--- src/rtl/sound_line_decoder.sv ---
// Receive-side decoder for the scanline-gated 1-bit sound stream: per-line pulse
// width, square-wave half-period / envelope peak recovery, and per-frame activity count.
module sound_line_decoder #(
    parameter int H_TOTAL       = 800,
    parameter int V_TOTAL       = 525,
    parameter int SILENCE_LINES = 64
) (
    input  logic       clk,
    input  logic       rst_n,
    input  logic [9:0] x,
    input  logic [9:0] y,
    input  logic       sound,
    output logic [9:0] line_width,
    output logic       line_valid,
    output logic [7:0] half_period,
    output logic [9:0] peak_width,
    output logic       period_valid,
    output logic       silent,
    output logic [9:0] active_lines,
    output logic       frame_valid
);

    typedef enum logic [1:0] {SILENT, HIGH_RUN, LOW_RUN} state_t;

    localparam logic [9:0] X_LAST   = 10'(H_TOTAL - 1);
    localparam logic [9:0] Y_LAST   = 10'(V_TOTAL - 1);
    localparam logic [7:0] SIL_RUN  = 8'(SILENCE_LINES);

    logic [9:0] acc;
    logic       last_line;
    logic       line_active;

    // Line accumulator; x beyond the visible+blank range is ignored entirely.
    always_ff @(posedge clk or negedge rst_n) begin
        if (!rst_n) begin
            acc        <= '0;
            line_width <= '0;
            line_valid <= 1'b0;
            last_line  <= 1'b0;
        end else begin
            line_valid <= 1'b0;
            if (x == X_LAST) begin
                line_width <= acc + {9'd0, sound};
                acc        <= '0;
                line_valid <= 1'b1;
                last_line  <= (y == Y_LAST);
            end else if (x < X_LAST) begin
                acc <= acc + {9'd0, sound};
            end
        end
    end

    assign line_active = (line_width != 10'd0);

    state_t     state_q, state_d;
    logic [7:0] run_q, run_d, run_inc;
    logic [9:0] peak_q, peak_d;
    logic [7:0] half_d;
    logic [9:0] pw_d;
    logic       pv_d;

    assign run_inc = (run_q == 8'hFF) ? run_q : run_q + 8'd1;

    always_comb begin
        state_d = state_q;
        run_d   = run_q;
        peak_d  = peak_q;
        half_d  = half_period;
        pw_d    = peak_width;
        pv_d    = 1'b0;
        if (line_valid) begin
            case (state_q)
                SILENT: begin
                    if (line_active) begin
                        state_d = HIGH_RUN;
                        run_d   = 8'd1;
                        peak_d  = line_width;
                    end
                end
                HIGH_RUN: begin
                    if (line_active) begin
                        run_d  = run_inc;
                        peak_d = (line_width > peak_q) ? line_width : peak_q;
                    end else begin
                        half_d  = run_q;
                        pw_d    = peak_q;
                        pv_d    = 1'b1;
                        state_d = LOW_RUN;
                        run_d   = 8'd1;
                    end
                end
                LOW_RUN: begin
                    if (line_active) begin
                        half_d  = run_q;
                        pv_d    = 1'b1;
                        state_d = HIGH_RUN;
                        run_d   = 8'd1;
                        peak_d  = line_width;
                    end else begin
                        run_d = run_inc;
                        // A long enough low run is silence, not half a period: no report.
                        if (run_inc == SIL_RUN) state_d = SILENT;
                    end
                end
                default: state_d = SILENT;
            endcase
        end
    end

    always_ff @(posedge clk or negedge rst_n) begin
        if (!rst_n) begin
            state_q      <= SILENT;
            run_q        <= '0;
            peak_q       <= '0;
            half_period  <= '0;
            peak_width   <= '0;
            period_valid <= 1'b0;
        end else begin
            state_q      <= state_d;
            run_q        <= run_d;
            peak_q       <= peak_d;
            half_period  <= half_d;
            peak_width   <= pw_d;
            period_valid <= pv_d;
        end
    end

    assign silent = (state_q == SILENT);

    logic [9:0] frame_cnt;
    logic [9:0] frame_cnt_inc;

    assign frame_cnt_inc = frame_cnt + {9'd0, line_active};

    always_ff @(posedge clk or negedge rst_n) begin
        if (!rst_n) begin
            frame_cnt    <= '0;
            active_lines <= '0;
            frame_valid  <= 1'b0;
        end else begin
            frame_valid <= 1'b0;
            if (line_valid) begin
                if (last_line) begin
                    active_lines <= frame_cnt_inc;
                    frame_cnt    <= '0;
                    frame_valid  <= 1'b1;
                end else begin
                    frame_cnt <= frame_cnt_inc;
                end
            end
        end
    end

endmodule

--- config.mk ---
export PLATFORM = sky130hd
export DESIGN_NAME = sound_line_decoder
export DESIGN_NICKNAME = d
export VERILOG_FILES = /design/src/rtl/sound_line_decoder.sv
export SDC_FILE = /design/constraint.sdc
export NUM_CORES = 1
export LEC_CHECK = 0
export CAP_MARGIN = 20
export CELL_PAD_IN_SITES_DETAIL_PLACEMENT = 0
export CELL_PAD_IN_SITES_GLOBAL_PLACEMENT = 1
export CORE_MARGIN = 2
export CORE_UTILIZATION = 29
export CTS_CLUSTER_DIAMETER = 60
export DETAILED_ROUTE_END_ITERATION = 10
export PLACE_DENSITY = 0.61
export SLEW_MARGIN = 10
export SYNTH_ARGS = -nofsm -noshare
export SYNTH_HDL_FRONTEND = slang
export SYNTH_SLANG_ARGS = --single-unit
--- constraint.sdc ---
create_clock -name clk -period 4.6 [get_ports clk]
set_clock_uncertainty 0.2 [all_clocks]
set_input_delay 0.46 -clock clk [delete_from_list [all_inputs] [get_ports clk]]
set_output_delay 0.46 -clock clk [all_outputs]
set_load 0.005 [all_outputs]
; Word level (Yosys, flattened, before mapping)
; Index checks and enable logic that the tools add are counted.
[totals]
ff_bits = 82
in_bits = 23
out_inout_bits = 42
wordCells = 72
[classes]
addsub = 3
order_cmp = 2
n_eq_ne = 13
n_mux = 27
bitwise_logic = 1
reduce_logical = 13
[ops]
columns = cell, count
row1 = 2-to-1 mux 10 bit, 6
row2 = 2-to-1 mux 8 bit, 6
row3 = one-hot mux 8 bit (3 select lines), 1
row4 = adder 10 x 1 -> 10 bit, 2
row5 = == test 10 bit (second input constant), 2
row6 = one-hot mux 10 bit (2 select lines), 1
row7 = one-hot mux 8 bit (2 select lines), 1
row8 = greater-than comparator 10 bit, 1
row9 = less-than comparator 10 bit (second input constant), 1
row10 = nonzero test 10 bit, 1
row11 = adder 8 x 1 -> 8 bit (second input constant), 1
row12 = == test 8 x 7 -> 1 bit (second input constant), 1
row13 = == test 8 bit (second input constant), 1
row14 = 2-to-1 mux 2 bit, 4
row15 = inequality test 2 bit (second input constant), 4
row16 = AND reduction 4 bit, 2
row17 = 2-to-1 mux 1 bit, 6
row18 = one-hot mux 2 bit (3 select lines), 1
row19 = AND reduction 3 bit, 2
row20 = nonzero test 2 bit, 3
row21 = AND reduction 5 bit, 1
row22 = inequality test 2 x 1 -> 1 bit (second input constant), 2
row23 = inequality test 3 bit (second input constant), 1
row24 = nonzero test 3 bit, 1
row25 = 7 further kinds, 7

; Depth between registers and ports, before layout
[logic_depth]
ltp_word = 6
ltp_mapped = 12
ltp_nobuf = 11

; Worst setup path after synthesis
; OpenSTA, ideal clock, no wires.
[synth_timing]
path_type = register to register
start = reg line_width[6]
end = reg frame_cnt[9]
setup_ns = 0.079
arrival_ns = 2.289
required_ns = 4.321
slack_ns = 2.032
path_stages_with_launch = 12
path_buffers = 1
synth_period_minus_slack_ns = 2.568
cell_sequence = dfrtp_1 > nor4_1 > and3_1 > buf_6 > inv_4 > ha_1 > and3_1 > and3_1 > and3_1 > and3_1 > o21a_1 > mux2i_1
[synth_between]
elab_chain_cells = 3
[synth_rtl]
columns = element, line_no
row1 = start: declaration, 13  ; output logic [9:0] line_width,
row2 = start signal: assignment, 43  ; line_width <= acc + {9'd0, sound};
row3 = nonzero test 10 bit, 53  ; assign line_active = (line_width != 10'd0);
row4 = adder 10 x 1 -> 10 bit, 133  ; assign frame_cnt_inc = frame_cnt + {9'd0, line_active};
row5 = 2-to-1 mux 10 bit, 143  ; if (last_line) begin
row6 = end signal: assignment, 148  ; frame_cnt <= frame_cnt_inc;
row7 = end: declaration, 130  ; logic [9:0] frame_cnt;
; Every way passes these cells.
; A chain may end at the register's enable or synchronous reset.

; Worst setup path after layout
; Ends and elaborated chain as after synthesis.

==> summary.txt <==
Starting Density: 29.9%
post-layout minimum cycle time: 2960 ps
Post-Synthesis Cell Area: 0.00418 mm2
initial DRC count: 152
CTS sink cnt: 82
die area: 0.0154 mm2
# Max-Cap Violations: 0
Root Buffer: clkbuf_16
highest metal used: met4
via/cell ratio: 4.80
clock power share: 43.8%
floorplan core area: 0.0140 mm2
via count: 3203
detailed-route wire length per cell: 14.5 um
Yosys warning count: 0
CTS Buffer Depth: 2
Clock Latency Late Sink: 350 ps
syn_area_per_cell: 9.79 um2
WS Path Type: reg2reg
critical path endpoint category: flop
CTS tree: done
sw power: 419 uW
# port buffers: 64
register area share after synthesis: 49.1%
Tot GR Track Use: 14.0%
Post-synth top flop: dfrtp_1
Slew @ Worst Pin: 702 ps
DRT met1 WL: 4.35 mm
fmax: 337 MHz
Die Ht: 124 um
Switching Share: 25.1%
Power per Cell Area: 317 mW/mm2
drt first pass iters: 4
status: complete, no violations
class of the worst hold path: reg2reg
nets: 525
register area: 0.00205 mm2
post-synth cell types: 45
layout cells sized above 1: 10.3%
GPL Wtd Cong: 0.823
Final Cycle Share: 64.4%
Worst-path clk slew: 60 ps
DRC: 0
Routed WL: 9.67 mm
P&R area growth vs syn: 26.0%
Crit path required time: 4670 ps
post-cts sizing count: 0
Critical-path top delay cell: dfrtp_1
critical path, cell by cell: nor4_1, and3_1, inv_4, ha_1, and3_1, and3_1, and3_1, and3_1, o21a_1, mux2i_1
CP most frequent cell: and3_1
multi-input logic area: 0.00195 mm2
H-tree Lvls: 3
sequential share of power: 46.9%
Fin Setup TNS: 0 ps
worst-path fanout max: 8
family with the most delay on the worst path: simple AND/OR/NAND/NOR gates
CTS Buf Count: 9
maximum VDD drop: 0.161 mV
Pint: 1.25 mW
critical path buffer and inverter count: 1
startpoint types: flop
FFs w/ async S/R, synth: 100%
Mapped Cells: 427
largest net degree at the start of global routing: 46
leakage power: 2.28 nW
worst path arrival time: 3030 ps
site row count: 43
Fillers: 1430
vias in the first global route: 3306
Die X: 124 um
residual antenna-violating net count after detailed routing: 0
met3 WL: 401 um
max incr delay on CP: 430 ps
RSZ-0062 raised after global routing: no
met2 WL: 4.75 mm
ant diodes: 0
dpl hpwl: 6.74 mm
Finish-stage setup viols: 0
initial antenna violation count: 0
grt total ovfl: 0
max-slew violations: 0
worst rel slew slack: 53.1%
I/O Pins: 65
syn nets: 470
combinational power share: 9.3%
register bit total from synthesis: 82
Final Hold Fails: 0
Post-synth EDFFs: 0
final hold slack: 285 ps
first-pass GRT wire length: 16.5 mm
==> cell type report <==
class | instances | area share (%)
clock inverters | 6 | 1.26
clock buffers | 10 | 4.35
inverters | 22 | 1.62
repair buffers | 67 | 12.6
flip-flops and latches | 82 | 39.0
well taps | 180 | 4.28
multi-input cells | 300 | 37.0
==> path summary, 6_finish.rpt <==
check | startpoint | endpoint | slack, ps | cells after the start
max in group asynchronous | rst_n | acc[2]$_DFFE_PN0P_ | 2800 | 3
worst max-delay path | line_width[6]$_DFFE_PN0P_ | frame_cnt[9]$_DFFE_PN0P_ | 1640 | 10
min in group asynchronous | rst_n | run_q[7]$_DFFE_PN0P_ | 440 | 2
worst min-delay path | peak_width[4]$_DFFE_PN0P_ | peak_width[4]$_DFFE_PN0P_ | 290 | 2
worst max register to register | line_width[6]$_DFFE_PN0P_ | frame_cnt[9]$_DFFE_PN0P_ | 1640 | 10
worst min register to register | peak_width[4]$_DFFE_PN0P_ | peak_width[4]$_DFFE_PN0P_ | 290 | 2
==> metal layers <==
layer	track usage, %	vias up
met5	0	-
met4	5.83	0
met3	3.85	12
met2	23.0	47
met1	17.3	1548
li1	-	1596
==> cell usage after synthesis (3+ instances only) <==
master | count | share of area [%]
and3_1 | 13 | 1.9
o21ai_0 | 51 | 6.1
xnor2_1 | 15 | 3.1
buf_2 | 5 | 0.60
mux2_2 | 25 | 6.7
dfrtp_1 | 82 | 49
ha_1 | 20 | 6.0
a21o_1 | 5 | 0.90
nor4_1 | 4 | 0.60
nand4_1 | 5 | 0.75
nand2_1 | 55 | 4.9
inv_1 | 21 | 1.9
a31oi_1 | 4 | 0.60
or3_1 | 3 | 0.45
a21oi_1 | 23 | 2.8
nand3_1 | 9 | 1.1
nor2b_1 | 5 | 0.75
nor3_1 | 5 | 0.60
nor2_1 | 22 | 2.0
and2_1 | 3 | 0.45
nand3b_1 | 3 | 0.54
o22ai_1 | 4 | 0.60
clkbuf_1 | 15 | 1.3
==> power groups by stage <==
stage	clock network [mW]	logic (mW)	registers (mW)
after CTS	0.755	0.160	0.782
after floorplan	0	0.0891	0.787
final	0.730	0.155	0.782
after global placement	0	0.157	0.794
after detailed placement	0	0.158	0.794
after global routing	0.785	0.179	0.788
==> logic make-up (layout without fill, tap and decap cells) <==
logic type | Yosys count | after routing | share of synthesized area (%)
buffers and inverters | 45 | 105 | 4.49
AO/OA/AOI/OAI | 101 | 101 | 14.0
multiplexers | 27 | 27 | 7.21
flip-flops | 82 | 82 | 49.1
AND/OR/NAND/NOR | 135 | 135 | 15.7
XOR/XNOR | 17 | 17 | 3.56
adder cells (fa/ha/maj) | 20 | 20 | 5.98
==> per-stage QoR <==
stage | cell area, um2 | total power [mW] | cells | utilization, % | setup slack, ps
finish | 5270 | 1.67 | 667 | 37.7 | 1640
global route | 5270 | 1.75 | 667 | 37.7 | 1420
CTS | 5270 | 1.70 | 667 | 37.7 | 1620
detailed placement | 4960 | 0.952 | 650 | 35.5 | 1640
global placement | 4960 | 0.951 | 650 | 35.5 | 1670
floorplan | 4180 | 0.876 | 427 | - | 2030
==> sequential cells by signal (all words and copies together), names as in the netlist <==
name,flops
acc,10
half_period,8
line_width,10
period_valid,1
frame_cnt,10
line_valid,1
frame_valid,1
peak_q,10
state_q,2
run_q,8
peak_width,10
last_line,1
active_lines,10
==> tightest hold or removal path: stages, from the launching register on <==
cell	delay, ps
dfrtp_1	340
nand2_1	50
o21ai_0	60
==> cells in the final DEF (no fill, tap or decap), drive strengths merged, types with 2 or more instances in the layout <==
cell | synthesis | routed
clkbuf | 17 | 10
nand4 | 5 | 5
buf | 6 | 3
nor4 | 4 | 4
dfrtp | 82 | 82
nor2 | 22 | 22
clkinv | 0 | 4
nand3 | 9 | 9
inv | 22 | 23
o21ai | 51 | 51
a22o | 2 | 2
a21oi | 26 | 26
a41oi | 2 | 2
xnor2 | 15 | 15
xor2 | 2 | 2
a21o | 5 | 5
o22ai | 4 | 4
clkdlybuf4s50 | 0 | 63
mux2 | 25 | 25
nor3 | 5 | 5
ha | 20 | 20
and3 | 13 | 13
and4 | 2 | 2
mux2i | 2 | 2
and2 | 3 | 3
nand3b | 3 | 3
o21a | 2 | 2
a31oi | 4 | 4
nand2 | 55 | 55
nor2b | 5 | 5
or3 | 4 | 4
==> timing repair <==
item	CTS	global route
setup buffers	0	0
hold buffers	1	0
hold endpoints to repair	37	0
No activity file was read; power rests on OpenSTA's default activity.
